**config.mk**
```make
export PLATFORM = sky130hd
export DESIGN_NAME = wb_dbg_master
export DESIGN_NICKNAME = d
export VERILOG_FILES = /design/src/rtl/wb_dbg_pkg.sv /design/src/rtl/wb_dbg_master.sv
export SDC_FILE = /design/constraint.sdc
export NUM_CORES = 1
export LEC_CHECK = 0
export ABC_AREA = 0
export BUFFER_PORTS_ARGS = -buffer_cell sky130_fd_sc_hd__buf_2
export CAP_MARGIN = 0
export CORE_UTILIZATION = 45
export DETAILED_ROUTE_END_ITERATION = 10
export GPL_TIMING_DRIVEN = 0
export PLACE_DENSITY = 0.67
export SYNTH_ARGS = -nofsm -noshare
export SYNTH_HDL_FRONTEND = slang
export SYNTH_SLANG_ARGS = --single-unit
```
**constraint.sdc**
```tcl
create_clock -name clk_i -period 2.1 [get_ports clk_i]
set_input_delay 0.21 -clock clk_i [delete_from_list [all_inputs] [get_ports clk_i]]
set_output_delay 0.21 -clock clk_i [all_outputs]
set_load 0.03 [all_outputs]
```
**src/rtl/wb_dbg_pkg.sv**
```systemverilog
// ============================================================================
// wb_dbg_pkg : command/status codes and FSM states for the Wishbone debug master
// Rev 1.0
// ============================================================================
`default_nettype none

package wb_dbg_pkg;

  localparam logic [7:0] CMD_WR = 8'h01;
  localparam logic [7:0] CMD_RD = 8'h02;
  localparam logic [7:0] ST_OK  = 8'hA5;
  localparam logic [7:0] ST_ERR = 8'hEE;

  typedef enum logic [2:0] {
    IDLE   = 3'd0,
    ADDR   = 3'd1,
    DATA   = 3'd2,
    BUS    = 3'd3,
    STATUS = 3'd4,
    RDATA  = 3'd5
  } state_t;

endpackage

`default_nettype wire

```
**src/rtl/wb_dbg_master.sv**
```systemverilog
// ============================================================================
// wb_dbg_master : byte-stream to single-cycle Wishbone debug initiator
// Optional bus timeout enabled by defining WB_DBG_TIMEOUT_EN.  Rev 1.0
// ============================================================================
`default_nettype none

module wb_dbg_master
  import wb_dbg_pkg::*;
#(
  parameter int timeout_cycles = 1024,
  parameter int tcnt_width     = 16
) (
  input  logic        clk_i,
  input  logic        rst_i,
  input  logic [7:0]  rx_dat,
  input  logic        rx_valid,
  output logic        rx_ready,
  output logic [7:0]  tx_dat,
  output logic        tx_valid,
  input  logic        tx_ready,
  output logic [31:0] wb_adr_o,
  output logic [31:0] wb_dat_o,
  input  logic [31:0] wb_dat_i,
  output logic [3:0]  wb_sel_o,
  output logic        wb_we_o,
  output logic        wb_cyc_o,
  output logic        wb_stb_o,
  input  logic        wb_ack_i,
  input  logic        wb_err_i,
  input  logic        wb_rty_i,
  output logic        busy
);

  state_t      state;
  logic [1:0]  cnt;
  logic        is_rd;
  logic        ok;
  logic [31:0] rdat;
  logic        accept;
  logic        tmo;
  logic        term;

  assign accept = rx_valid && rx_ready;

`ifdef WB_DBG_TIMEOUT_EN
  logic [tcnt_width-1:0] tcnt;

  // Held at zero outside BUS, so it restarts on every bus cycle.
  always_ff @(posedge clk_i) begin
    if (rst_i || state != BUS)
      tcnt <= '0;
    else
      tcnt <= tcnt + 1'b1;
  end

  assign tmo = (tcnt == tcnt_width'(timeout_cycles - 1));
`else
  assign tmo = 1'b0;
`endif

  assign term = wb_ack_i || wb_err_i || wb_rty_i || tmo;

  always_ff @(posedge clk_i) begin
    if (rst_i) begin
      state    <= IDLE;
      cnt      <= 2'd0;
      is_rd    <= 1'b0;
      ok       <= 1'b0;
      rdat     <= 32'h0;
      rx_ready <= 1'b0;
      tx_dat   <= 8'h00;
      tx_valid <= 1'b0;
      wb_adr_o <= 32'h0;
      wb_dat_o <= 32'h0;
      wb_sel_o <= 4'h0;
      wb_we_o  <= 1'b0;
      wb_cyc_o <= 1'b0;
      wb_stb_o <= 1'b0;
      busy     <= 1'b0;
    end else begin
      case (state)
        IDLE: begin
          rx_ready <= 1'b1;
          if (accept && (rx_dat == CMD_WR || rx_dat == CMD_RD)) begin
            is_rd <= (rx_dat == CMD_RD);
            cnt   <= 2'd0;
            busy  <= 1'b1;
            state <= ADDR;
          end
        end

        ADDR: if (accept) begin
          wb_adr_o <= {wb_adr_o[23:0], rx_dat};
          cnt      <= cnt + 2'd1;
          if (cnt == 2'd3) begin
            if (is_rd) begin
              rx_ready <= 1'b0;
              wb_cyc_o <= 1'b1;
              wb_stb_o <= 1'b1;
              wb_sel_o <= 4'hF;
              wb_we_o  <= 1'b0;
              state    <= BUS;
            end else begin
              state <= DATA;
            end
          end
        end

        DATA: if (accept) begin
          wb_dat_o <= {wb_dat_o[23:0], rx_dat};
          cnt      <= cnt + 2'd1;
          if (cnt == 2'd3) begin
            rx_ready <= 1'b0;
            wb_cyc_o <= 1'b1;
            wb_stb_o <= 1'b1;
            wb_sel_o <= 4'hF;
            wb_we_o  <= 1'b1;
            state    <= BUS;
          end
        end

        // ack wins over every other termination, so only it reports OK.
        BUS: if (term) begin
          wb_cyc_o <= 1'b0;
          wb_stb_o <= 1'b0;
          wb_we_o  <= 1'b0;
          wb_sel_o <= 4'h0;
          ok       <= wb_ack_i;
          tx_dat   <= wb_ack_i ? ST_OK : ST_ERR;
          tx_valid <= 1'b1;
          if (wb_ack_i)
            rdat <= wb_dat_i;
          state    <= STATUS;
        end

        STATUS: if (tx_ready) begin
          if (is_rd && ok) begin
            tx_dat <= rdat[31:24];
            rdat   <= {rdat[23:0], 8'h00};
            cnt    <= 2'd0;
            state  <= RDATA;
          end else begin
            tx_valid <= 1'b0;
            rx_ready <= 1'b1;
            busy     <= 1'b0;
            state    <= IDLE;
          end
        end

        RDATA: if (tx_ready) begin
          cnt <= cnt + 2'd1;
          if (cnt == 2'd3) begin
            tx_valid <= 1'b0;
            rx_ready <= 1'b1;
            busy     <= 1'b0;
            state    <= IDLE;
          end else begin
            tx_dat <= rdat[31:24];
            rdat   <= {rdat[23:0], 8'h00};
          end
        end

        default: state <= IDLE;
      endcase
    end
  end

endmodule

`default_nettype wire

```
# Word-level counts from Yosys, hierarchy flattened
# Cells that the tools add are included.
dict set report word_totals {
  word_cells 126
  ff_bits 120
  in_bits 47
  output_inout_bits 82
}
dict set report classes {
  add_sub_neg 1
  reduce_logical 25
  muxes 63
  eq_ne 23
}
# op count
set op_table {}
lappend op_table {{$mux 32} 6}
lappend op_table {{$pmux 32 s3} 1}
lappend op_table {{$mux 8} 5}
lappend op_table {{$mux 3} 10}
lappend op_table {{$ne 2x2->1 const B} 14}
lappend op_table {{$mux 4} 6}
lappend op_table {{$pmux 8 s3} 1}
lappend op_table {{$reduce_and 6->1} 4}
lappend op_table {{$mux 1} 20}
lappend op_table {{$pmux 3 s6} 1}
lappend op_table {{$reduce_and 7->1} 2}
lappend op_table {{$pmux 1 s3} 4}
lappend op_table {{$pmux 4 s3} 1}
lappend op_table {{$mux 2} 5}
lappend op_table {{$reduce_and 10->1} 1}
lappend op_table {{$reduce_and 9->1} 1}
lappend op_table {{$reduce_bool 3->1} 3}
lappend op_table {{$eq 8x1->1 const B} 1}
lappend op_table {{$eq 8x2->1 const B} 1}
lappend op_table {{$pmux 2 s4} 1}
lappend op_table {{$reduce_and 2->1} 4}
lappend op_table {{$mux 7} 1}
lappend op_table {{$eq 3x2->1 const B} 2}
lappend op_table {{$eq 3x3->1 const B} 2}
lappend op_table {{other kinds (11)} 15}

# Depth between registers and ports, before layout
# Gate-level depths: netlist of the first run.
dict set report logic_depth {
  word_depth 5
  ltp_mapped 6
  ltp_nobuf 5
}

# Worst setup path before layout of the first run
# No wires, ideal clock.
dict set report synth_path {
  path_kind {in2reg}
  start {in rx_dat[4]}
  end {reg is_rd}
  required_time_ns 2.033
  setup_time_ns 0.067
  stages 4
  t_arrival_ns 1.769
  slack_ns 0.264
  path_buffers 0
  cell_sequence {or4_4 > or4b_4 > or3b_1 > a21oi_2}
}
dict set report synth_between {
  elab_chain_len 4
}
# element line_no
set synth_lines {}
lappend synth_lines {{from (decl)} wb_dbg_master.sv:15} ;# input logic [7:0] rx_dat,
lappend synth_lines {{$eq 8x1->1 / $eq 8x2->1 (equally long branches)} {wb_dbg_master.sv:84, wb_dbg_master.sv:85}}
lappend synth_lines {{$logic_or 1x1->1} wb_dbg_master.sv:84} ;# if (accept && (rx_dat == CMD_WR || rx_dat == CMD_RD)) begin
lappend synth_lines {{$logic_and 1x1->1} wb_dbg_master.sv:84}
lappend synth_lines {{$reduce_and 2->1 (no source line)} --}
lappend synth_lines {{to (signal assigned)} wb_dbg_master.sv:85} ;# is_rd <= (rx_dat == CMD_RD);
lappend synth_lines {{to (decl)} wb_dbg_master.sv:36} ;# logic is_rd;
# Parallel ways exist; a longest one is shown, timed or not.
# A chain may end at the register's enable or synchronous reset.

# Final worst setup path of the first run
# Same ends and word-level chain as after synthesis.

==> results of run 1 <==
-- logic make-up (layout without fill, tap and decap cells) --
group	count (synthesis)	after routing
xor gates and xnor gates	1	1
buffers and inverters	60	261
muxes	5	5
AOI/OAI and AO/OA	185	185
DFF	116	116
adders and majority gates	1	1
and+or+nand+nor	241	241
-- sequential cells by signal (all words and copies together), names as in the netlist --
signal    count
wb_adr_o     32
tx_dat        8
busy          1
is_rd         1
tx_valid      1
rx_ready      1
state         3
wb_dat_o     32
cnt           2
wb_we_o       1
rdat         32
ok            1
wb_sel_o      1
-- critical path: cells and delay by family --
| family | cells | cell delay, ns |
|---|---|---|
| simple gates | 3 | 1.52 |
| buf+inv | 2 | 0.68 |
| compound gates | 1 | 0.14 |
-- area by class of cell --
cell class	count	area, µm²
Fill cell	917	3620
Sequential cell	116	2320
Inverter	5	18.8
Tap cell	136	170
Buffer	55	246
Clock buffer	19	442
Multi-Input combinational cell	433	2210
Timing Repair Buffer	169	1050
Clock inverter	13	196
-- synth_stat cells (2+ instances only) --
| library cell | count | area share, % |
|---|---|---|
| a211oi_1 | 6 | 0.95 |
| a21oi_1 | 117 | 12 |
| a22oi_1 | 2 | 0.31 |
| a311oi_1 | 26 | 4.8 |
| a31oi_1 | 2 | 0.26 |
| and2_1 | 2 | 0.26 |
| buf_1 | 2 | 0.16 |
| buf_4 | 6 | 0.95 |
| clkbuf_1 | 46 | 3.6 |
| dfxtp_1 | 116 | 49 |
| inv_1 | 5 | 0.39 |
| mux2i_1 | 4 | 0.84 |
| nand2_1 | 183 | 14 |
| nand2b_1 | 6 | 0.79 |
| nand3_1 | 12 | 1.3 |
| nand3b_1 | 2 | 0.31 |
| nand4_1 | 2 | 0.26 |
| nor2_1 | 13 | 1.0 |
| nor2b_1 | 4 | 0.52 |
| nor3_1 | 5 | 0.52 |
| o2111ai_1 | 2 | 0.37 |
| o211ai_1 | 4 | 0.63 |
| o21a_1 | 2 | 0.31 |
| o21ai_0 | 15 | 1.6 |
| o21ai_1 | 2 | 0.21 |
| o21bai_1 | 2 | 0.31 |
| o31ai_1 | 2 | 0.31 |
| or3_1 | 2 | 0.26 |
-- repair_timing --
item,4_1_cts,5_1_grt
setup endpoints to repair,20,70
gates resized for setup,2,20
endpoints found under the hold margin,49,0
hold buffers,41,0
buffers inserted,0,0
-- metrics by stage --
stage                     std cells  setup WS, ns
final                           946        0.0183
after floorplan                 609         0.264
after global routing            946       -0.0252
after detailed placement        873        -0.259
after CTS                       946        0.0275
after global placement          873        -0.205
-- layout by cell type (no fill, tap or decap), types with 5 or more instances in the layout --
cell type and count:
buf_2 128, inv_1 5, o21ai_0 15, a21oi_1 117
buf_4 6, dfxtp_1 116, nand2_1 183, clkbuf_1 37
clkbuf_16 16, a311oi_1 26, clkbuf_2 8, nand2b_1 6
nand3_1 12, nor2_1 12, a211oi_1 6, dlygate4sd3_1 41
-- metal layers --
metal | GRT usage (%) | up-vias | share of wire, %
li1 | - | 2488 | -
met1 | 33.3 | 2356 | 44
met2 | 44.1 | 201 | 49
met3 | 6.36 | 33 | 5.3
met4 | 11.3 | 0 | 2.2
met5 | 0 | - | 0
-- path summary, 6_finish.rpt --
kind	slack, ns	end	startpoint
worst max register to register	0.12	state[2]	rx_ready
worst min register to register	0.45	wb_adr_o[24]	wb_adr_o[24]
worst min-delay path	0.09	tx_dat[0]	wb_ack_i
worst max-delay path	0.02	is_rd	rx_dat[4]
-- power breakdown --
| group | internal [W] | switching (W) | leakage, nW |
|---|---|---|---|
| logic | 0.000315 | 0.000497 | 1.43 |
| registers | 0.00228 | 0.0000742 | 0.935 |
| clock network | 0.00201 | 0.00108 | 0.306 |
==> metrics.txt, run 1 <==
synthesized area approximately 0.0048 mm²; setup repair after global routing missed its margin yes; Worst-path clk slew 0.06 ns; Bufs on Longest Clock Path 2; Final Cycle Share 99.1%; Max-Cap Viols 0; XOR/XNOR Fraction of Synth Area less than 1%; Leakage approximately 2.7 nW; pwr dens approximately 940 mW/mm²; Synth cell types 45; worst vdd ir between 0.5 and 0.6 mV; drt pass-1 iters 6; num rows 37; Root Driver clkbuf_8; hold path cells 3; CTS tree yes; vias in the first global route around 4,800; Initial Utilization a little under half; die area approximately 0.011 mm²; # H-tree levels 4; Fin. Hold Viols 0; largest fanout on the critical path 3; worst r2r path cells 4; cells along the critical path dlygate4sd3_1 > buf_2 > or4_4 > or4b_4 > or3b_1 > a21oi_2; Avg Inst Size Synth between 7 and 8 µm²; core area 0.0103 mm²; clk_lat worst skew 0.53 ns; Post-synth EDFFs 0; placed inst area ~0.0056 mm²; die width 105 µm; Worst setup SP type primary input; post-synthesis simple-gate area fraction ~22%; iteration-0 DRC count of the detailed router between 300 and 400; WL final ~14,000 µm; count of input and output buffers 128; via count approximately 5,100; hpwl dp 9710 µm; Antenna Violating Nets Remaining 0; Overflow after GRT 0; setup tns final 0 ns; post-synthesis adder-cell area fraction 0.263%; layout cells sized above 1 22.7%; antenna fix cells 0; synthesis-stage register bit count approximately 120; total track usage about a quarter; f_max 480 MHz; initial antenna violation count 0; Data arrival, critical path 2.54 ns; routability cong. roughly 0.91; minimum clock period about 2.1 ns; worst min path class primary input to register; Slowest Stage Delay on Critical Path between 0.5 and 0.6 ns; Tightest Pin Transition about 0.62 ns; final instance area about 0.0067 mm²; clk sinks 116; Final Power 0.00626 W; CP max-delay cell or4_4; Compound-Gate Fraction of Synth Area a little under a quarter; skew final between 0.004 and 0.005 ns; Hold WS between 0.09 and 0.1 ns; Post-Syn Nets 657; endpoints failing setup 0; largest net degree at the start of global routing 17; required time worst endpoint between 2 and 3 ns; Worst setup EP type register; Cells after Synth 609; Num CTS Buffers 17; mux contribution to synthesized area under 10%; wire length per cell after detailed routing between 15 and 20 µm; WS Path Type primary input to register; first-pass GRT wire length 23,300 µm; final core occ between 60% and 70%; DR vias/cell 5.37; Syn. warnings 0; Synth-to-Final Area Change 39.7%; Final Max Tran Viols 0; Slew headroom around 59%; Seq/Total Area, Yosys 48.7%; Synth Flop Type dfxtp_1; run status completed; Residual DRC 0; # nets final about 850; largest family of logic cells by synthesized area compound AO/OA/AOI/OAI gates; die height approximately 100 µm; ys async rst share 0%; Ports roughly 130
No activity file was read; power rests on OpenSTA's default activity.
==> run 2, diff against run 1 <==
Settings changed: CORE_ASPECT_RATIO from default to 1.25, SETUP_SLACK_MARGIN from default to 0.02.
==> metrics.txt, run 2 (synthesis results as in run 1) <==
endpoints failing setup 0 (unchanged); Cell Int Power 0.00448 W (was 0.00460 W); wire length per cell after detailed routing 15.0 µm (about the same); f_max 512 MHz (was 480 MHz); worst slack at placement -0.270 ns (was -0.259 ns); worst vdd ir 0.542 mV (was 0.523 mV); FF-to-FF Start state[0] (was rx_ready); Ports 129 (unchanged); final core occ 60.8% (was 64.8%); Synth-to-Final Area Change 30.2% (was 39.7%); Overflow after GRT 0 (unchanged); clk sinks 116 (unchanged); core area 0.0102 mm² (was 0.0103 mm²); Final Cycle Share 93.0% (was 99.1%); largest registers rdat x32, wb_adr_o x32, wb_dat_o x32 (unchanged); total track usage 25.7% (was 26.7%); Residual DRC 0 (unchanged); Final Max Tran Viols 0 (unchanged); drt pass-1 iters 6 (unchanged); DR vias/cell 5.39 (was 5.37); via count 4,836 (was 5,078); Top cell by count, worst path clkbuf_1; postcts setup bufs 0 (unchanged); worst min path class primary input to register (unchanged); vias in the first global route 4,466 (was 4,795); Worst setup EP type register (unchanged); Slowest Stage Delay on Critical Path 0.55 ns (about the same); # placed instances 866 (was 873); initial antenna violation count 0 (unchanged); Seq pwr share 39.1% (was 37.6%); combinational share of power 12.5% (was 13.0%); clk_lat worst skew 0.41 ns (was 0.53 ns); Slew headroom 52.7% (was 58.9%); Worst setup SP type register (was primary input); Antenna Violating Nets Remaining 0 (unchanged); placed inst area 0.00557 mm² (was 0.00558 mm²); Worst-path clk slew 0.05 ns (was 0.06 ns); Data arrival, critical path 2.22 ns (was 2.54 ns); Finished Layout Cells 898 (was 946); CTS tree yes (unchanged); largest fanout on the critical path 10 (was 3); largest net degree at the start of global routing 17 (unchanged); CP max-delay cell or3b_2 (was or4_4); first-pass GRT wire length 21,600 µm (was 23,300 µm); layout cells sized above 1 23.9% (was 22.7%); skew final 0.00666 ns (was 0.00455 ns); commonest non-fill, non-tap cell in the layout nand2_1 (unchanged); Num CTS Buffers 17 (unchanged); final instance area 0.00621 mm² (was 0.00666 mm²); die height 117 µm (was 105 µm); pwr dens 969 mW/mm² (was 939 mW/mm²); minimum clock period 1.95 ns (was 2.08 ns); Root Driver clkbuf_16 (was clkbuf_8); WS Path Type register to register (was primary input to register); count of input and output buffers 128 (unchanged); die area 0.0110 mm² (about the same); routability cong. 0.887 (was 0.913); required time worst endpoint 2.37 ns (was 2.56 ns); switching power 0.00154 W (was 0.00166 W); Tightest Pin Transition 0.709 ns (was 0.616 ns); Max-Cap Viols 0 (unchanged); FILL cells 959 (was 917); clock network power share 48.4% (was 49.4%); hpwl dp 9850 µm (was 9710 µm); # nets final 804 (was 845); antenna fix cells 0 (unchanged); switching share of power 25.5% (was 26.5%); die width 94.0 µm (was 105 µm); num rows 41 (was 37); # H-tree levels 4 (unchanged); Initial Utilization 46.7% (was 46.4%); Fin. Hold Viols 0 (unchanged); Bufs on Longest Clock Path 2 (unchanged); cts hold-fix bufs 0 (was 41); CP Launch Point state[0] (was rx_dat[4]); WL final 13,500 µm (was 14,200 µm); commonest non-fill, non-tap cells in the layout 183 x nand2_1, 129 x buf_2, 117 x a21oi_1 (was 183 x nand2_1, 128 x buf_2, 117 x a21oi_1); Final Power 0.00601 W (was 0.00626 W); run status completed (unchanged); Final Worst Setup Slack 0.148 ns (was 0.0183 ns); iteration-0 DRC count of the detailed router 230 (was 312); Leakage 2.50 nW (was 2.67 nW); cells along the critical path or3b_2 > or2_2 > clkbuf_1 > clkbuf_1 > nand2_1 > a21oi_1 (was dlygate4sd3_1 > buf_2 > or4_4 > or4b_4 > or3b_1 > a21oi_2); setup repair after global routing missed its margin no (was yes); min-delay src wb_dat_i[6] (was wb_ack_i)
run 2: cell types whose count changed in the layout (fill, tap and decap cells not counted), sizes merged:
cell / before / now
clkbuf: 64 / 70
dlygate4sd3: 41 / 0
clkinv: 4 / 3
bufinv: 4 / 2
inv: 8 / 5
run 2: critical path, delay by kind of cell, from the launching register on:
kind / cells / cell delay (ns)
simple gates: 3 / 0.97
buf+inv: 2 / 0.40
flops: 1 / 0.36
compound gates: 1 / 0.08
run 2: metrics by stage:
stage	setup TNS (ns)	hold slack, ns
floorplan	0	0.346
global placement	-4.24	0.438
detailed placement	-4.84	0.443
CTS	0	0.0394
global route	0	0.0556
finish	0	0.0554
run 2: area by class of cell:
| class | count | area [µm²] | share of cell area [%] |
|---|---|---|---|
| Inverter | 5 | 18.8 | 0.302 |
| Sequential cell | 116 | 2320 | 37.4 |
| Multi-Input combinational cell | 433 | 2200 | 35.5 |
| Timing Repair Buffer | 128 | 641 | 10.3 |
| Clock buffer | 25 | 515 | 8.31 |
| Tap cell | 129 | 161 | 2.60 |
| Buffer | 55 | 251 | 4.05 |
| Clock inverter | 7 | 93.8 | 1.51 |
run 2: timing repair:
item | CTS | global route
gates cloned | 0 | 0
pin swaps | 0 | 0
setup endpoints to repair | 21 | 62
resized for setup | 3 | 24
run 2: routing by layer:
layer	part of all wire, %	routed length, µm	vias up	track usage [%]
met5	0	0	-	0
met4	2.4	324	0	12.5
met3	6.7	906	27	5.30
met2	51	6900	189	45.8
met1	40	5350	2214	29.0
li1	-	-	2406	-
run 2: power by group through the flow:
stage	sequential (W)	clock, W	combinational [W]
after detailed placement	0.00240	0	0.000739
after floorplan	0.00245	0	0.000449
after global routing	0.00236	0.00306	0.000828
after global placement	0.00239	0	0.000729
after CTS	0.00235	0.00295	0.000746
final	0.00235	0.00291	0.000751
run 2: path summary, 6_finish.rpt:
path | endpoint | slack (ns) | cells after the start
setup reg to reg | wb_dat_o[7] | 0.15 | 6
setup / recovery | wb_dat_o[7] | 0.15 | 6
hold / removal | rdat[6] | 0.06 | 3
hold reg to reg | wb_adr_o[29] | 0.45 | 2
==> run 3, diff against run 2 <==
Settings changed: PLACE_DENSITY 0.67 to 0.7.
Clock period 2.1 ns to 1.6 ns, I/O delays scaled along.
==> metrics.txt, run 3 (synthesis results as in run 1) <==
worst slack at placement -0.492 ns (was -0.270 ns); Worst-path clk slew 0.05 ns (about the same); worst vdd ir 0.828 mV (was 0.542 mV); Final Worst Setup Slack -0.0566 ns (was 0.148 ns); Worst setup EP type register (unchanged); DR vias/cell 5.49 (was 5.39); endpoints failing setup 2 (was 0); Max-Cap Viols 0 (unchanged); Seq pwr share 39.3% (was 39.1%); largest net degree at the start of global routing 17 (unchanged); clk sinks 116 (unchanged); iteration-0 DRC count of the detailed router 190 (was 230); worst min path class primary input to register (unchanged); skew final 0.00770 ns (was 0.00666 ns); required time worst endpoint 1.94 ns (was 2.37 ns); Bufs on Longest Clock Path 2 (unchanged); Slew headroom 58.9% (was 52.7%); Finished Layout Cells 914 (was 898); setup repair after global routing missed its margin yes (was no); Cell Int Power 0.00575 W (was 0.00448 W); num rows 41 (unchanged); Antenna Violating Nets Remaining 0 (unchanged); Hold WS 0.00961 ns (was 0.0554 ns); clock network power share 44.1% (was 48.4%); Leakage 2.69 nW (was 2.50 nW); wire length per cell after detailed routing 15.9 µm (was 15.0 µm); # nets final 820 (was 804); Worst setup SP type register (unchanged); WL final 14,600 µm (was 13,500 µm); first-pass GRT wire length 22,200 µm (was 21,600 µm); initial antenna violation count 0 (unchanged); Fin. Hold Viols 0 (unchanged); total track usage 26.4% (was 25.7%); commonest non-fill, non-tap cell in the layout nand2_1 (unchanged); # placed instances 866 (unchanged); clk_lat worst skew 0.41 ns (about the same); die width 94.0 µm (unchanged); Final Cycle Share 104% (was 93.0%); switching share of power 27.3% (was 25.5%); Num CTS Buffers 17 (unchanged); switching power 0.00216 W (was 0.00154 W); Data arrival, critical path 1.99 ns (was 2.22 ns); run status complete, but fails checks (was completed); Residual DRC 0 (unchanged); setup tns final -0.0627 ns (was 0 ns); drt pass-1 iters 5 (was 6); failing checks setup timing; WS Path Type register to register (unchanged); Tightest Pin Transition 0.616 ns (was 0.709 ns); hpwl dp 9850 µm (about the same); CTS tree yes (unchanged); placed inst area 0.00559 mm² (was 0.00557 mm²); Initial Utilization 46.7% (unchanged); largest fanout on the critical path 4 (was 10); Final Max Tran Viols 0 (unchanged); Ports 129 (unchanged); routability cong. 0.913 (was 0.887); final instance area 0.00660 mm² (was 0.00621 mm²); via count 5,020 (was 4,836); count of input and output buffers 128 (unchanged); commonest non-fill, non-tap cells in the layout 182 x nand2_1, 131 x buf_2, 115 x a21oi_1 (was 183 x nand2_1, 129 x buf_2, 117 x a21oi_1); die height 117 µm (unchanged); Root Driver clkbuf_16 (unchanged); f_max 604 MHz (was 512 MHz); Synth-to-Final Area Change 38.4% (was 30.2%); die area 0.0110 mm² (unchanged); largest registers rdat x32, wb_adr_o x32, wb_dat_o x32 (unchanged); vias in the first global route 4,648 (was 4,466); antenna fix cells 0 (unchanged); minimum clock period 1.66 ns (was 1.95 ns); layout cells sized above 1 32.0% (was 23.9%); # H-tree levels 4 (unchanged); pwr dens 1200 mW/mm² (was 969 mW/mm²); combinational share of power 16.6% (was 12.5%); Overflow after GRT 0 (unchanged); core area 0.0102 mm² (unchanged)
==> run 3: final timing paths <==
path                                    from      endpoint  slack, ns  depth (start not counted)
worst min register to register  wb_dat_o[30]  wb_dat_o[30]       0.45                          2
worst max-delay path                state[1]         is_rd      -0.06                          5
worst min-delay path             wb_dat_i[5]       rdat[5]       0.01                          3
worst max register to register      state[1]         is_rd      -0.06                          5
==> run 3: critical path, cell delays in order, from the launching register on <==
cell and delay, ns:
dfxtp_2 0.33, buf_6 0.13, nor3_4 0.15, or4b_4 0.48, or3b_4 0.38, a21oi_2 0.11
==> run 3: final cells by class <==
class,instances,area [µm²]
Timing Repair Buffer,145,798
Inverter,5,18.8
Fill cell,876,3610
Sequential cell,116,2330
Buffer,54,380
Multi-Input combinational cell,433,2360
Tap cell,129,161
Clock buffer,21,460
Clock inverter,11,85.1
==> run 3: metal layers <==
| metal | global-route usage, % | up-vias | routed length [µm] |
|---|---|---|---|
| met2 | 47.7 | 227 | 7300 |
| met3 | 6.59 | 34 | 1100 |
| met4 | 12.2 | 0 | 403 |
| li1 | - | 2436 | - |
| met5 | 0 | - | 0 |
| met1 | 28.8 | 2323 | 5760 |
==> run 3: power by group through the flow <==
stage                     clock network (W)  registers, W  logic, W
after global placement                    0       0.00314  0.000959
after CTS                           0.00350       0.00310   0.00114
final                               0.00349       0.00311   0.00131
after global routing                0.00364       0.00312   0.00140
after detailed placement                  0       0.00315  0.000971
after floorplan                           0       0.00322  0.000600
==> run 3: repair_timing <==
action | 4_1_cts | 5_1_grt
hold buffers | 2 | 0
setup endpoints to repair | 111 | 98
pin swaps | 6 | 10
buffers inserted | 10 | 4
cloned | 1 | 0
gates resized for setup | 64 | 53
hold endpoints to repair | 2 | 0
==> run 3: through the flow <==
stage	utilization, %	power, W
after floorplan	-	0.00382
after global placement	54.7	0.00410
after detailed placement	54.7	0.00412
after CTS	63.1	0.00774
after global routing	64.6	0.00816
final	64.6	0.00791
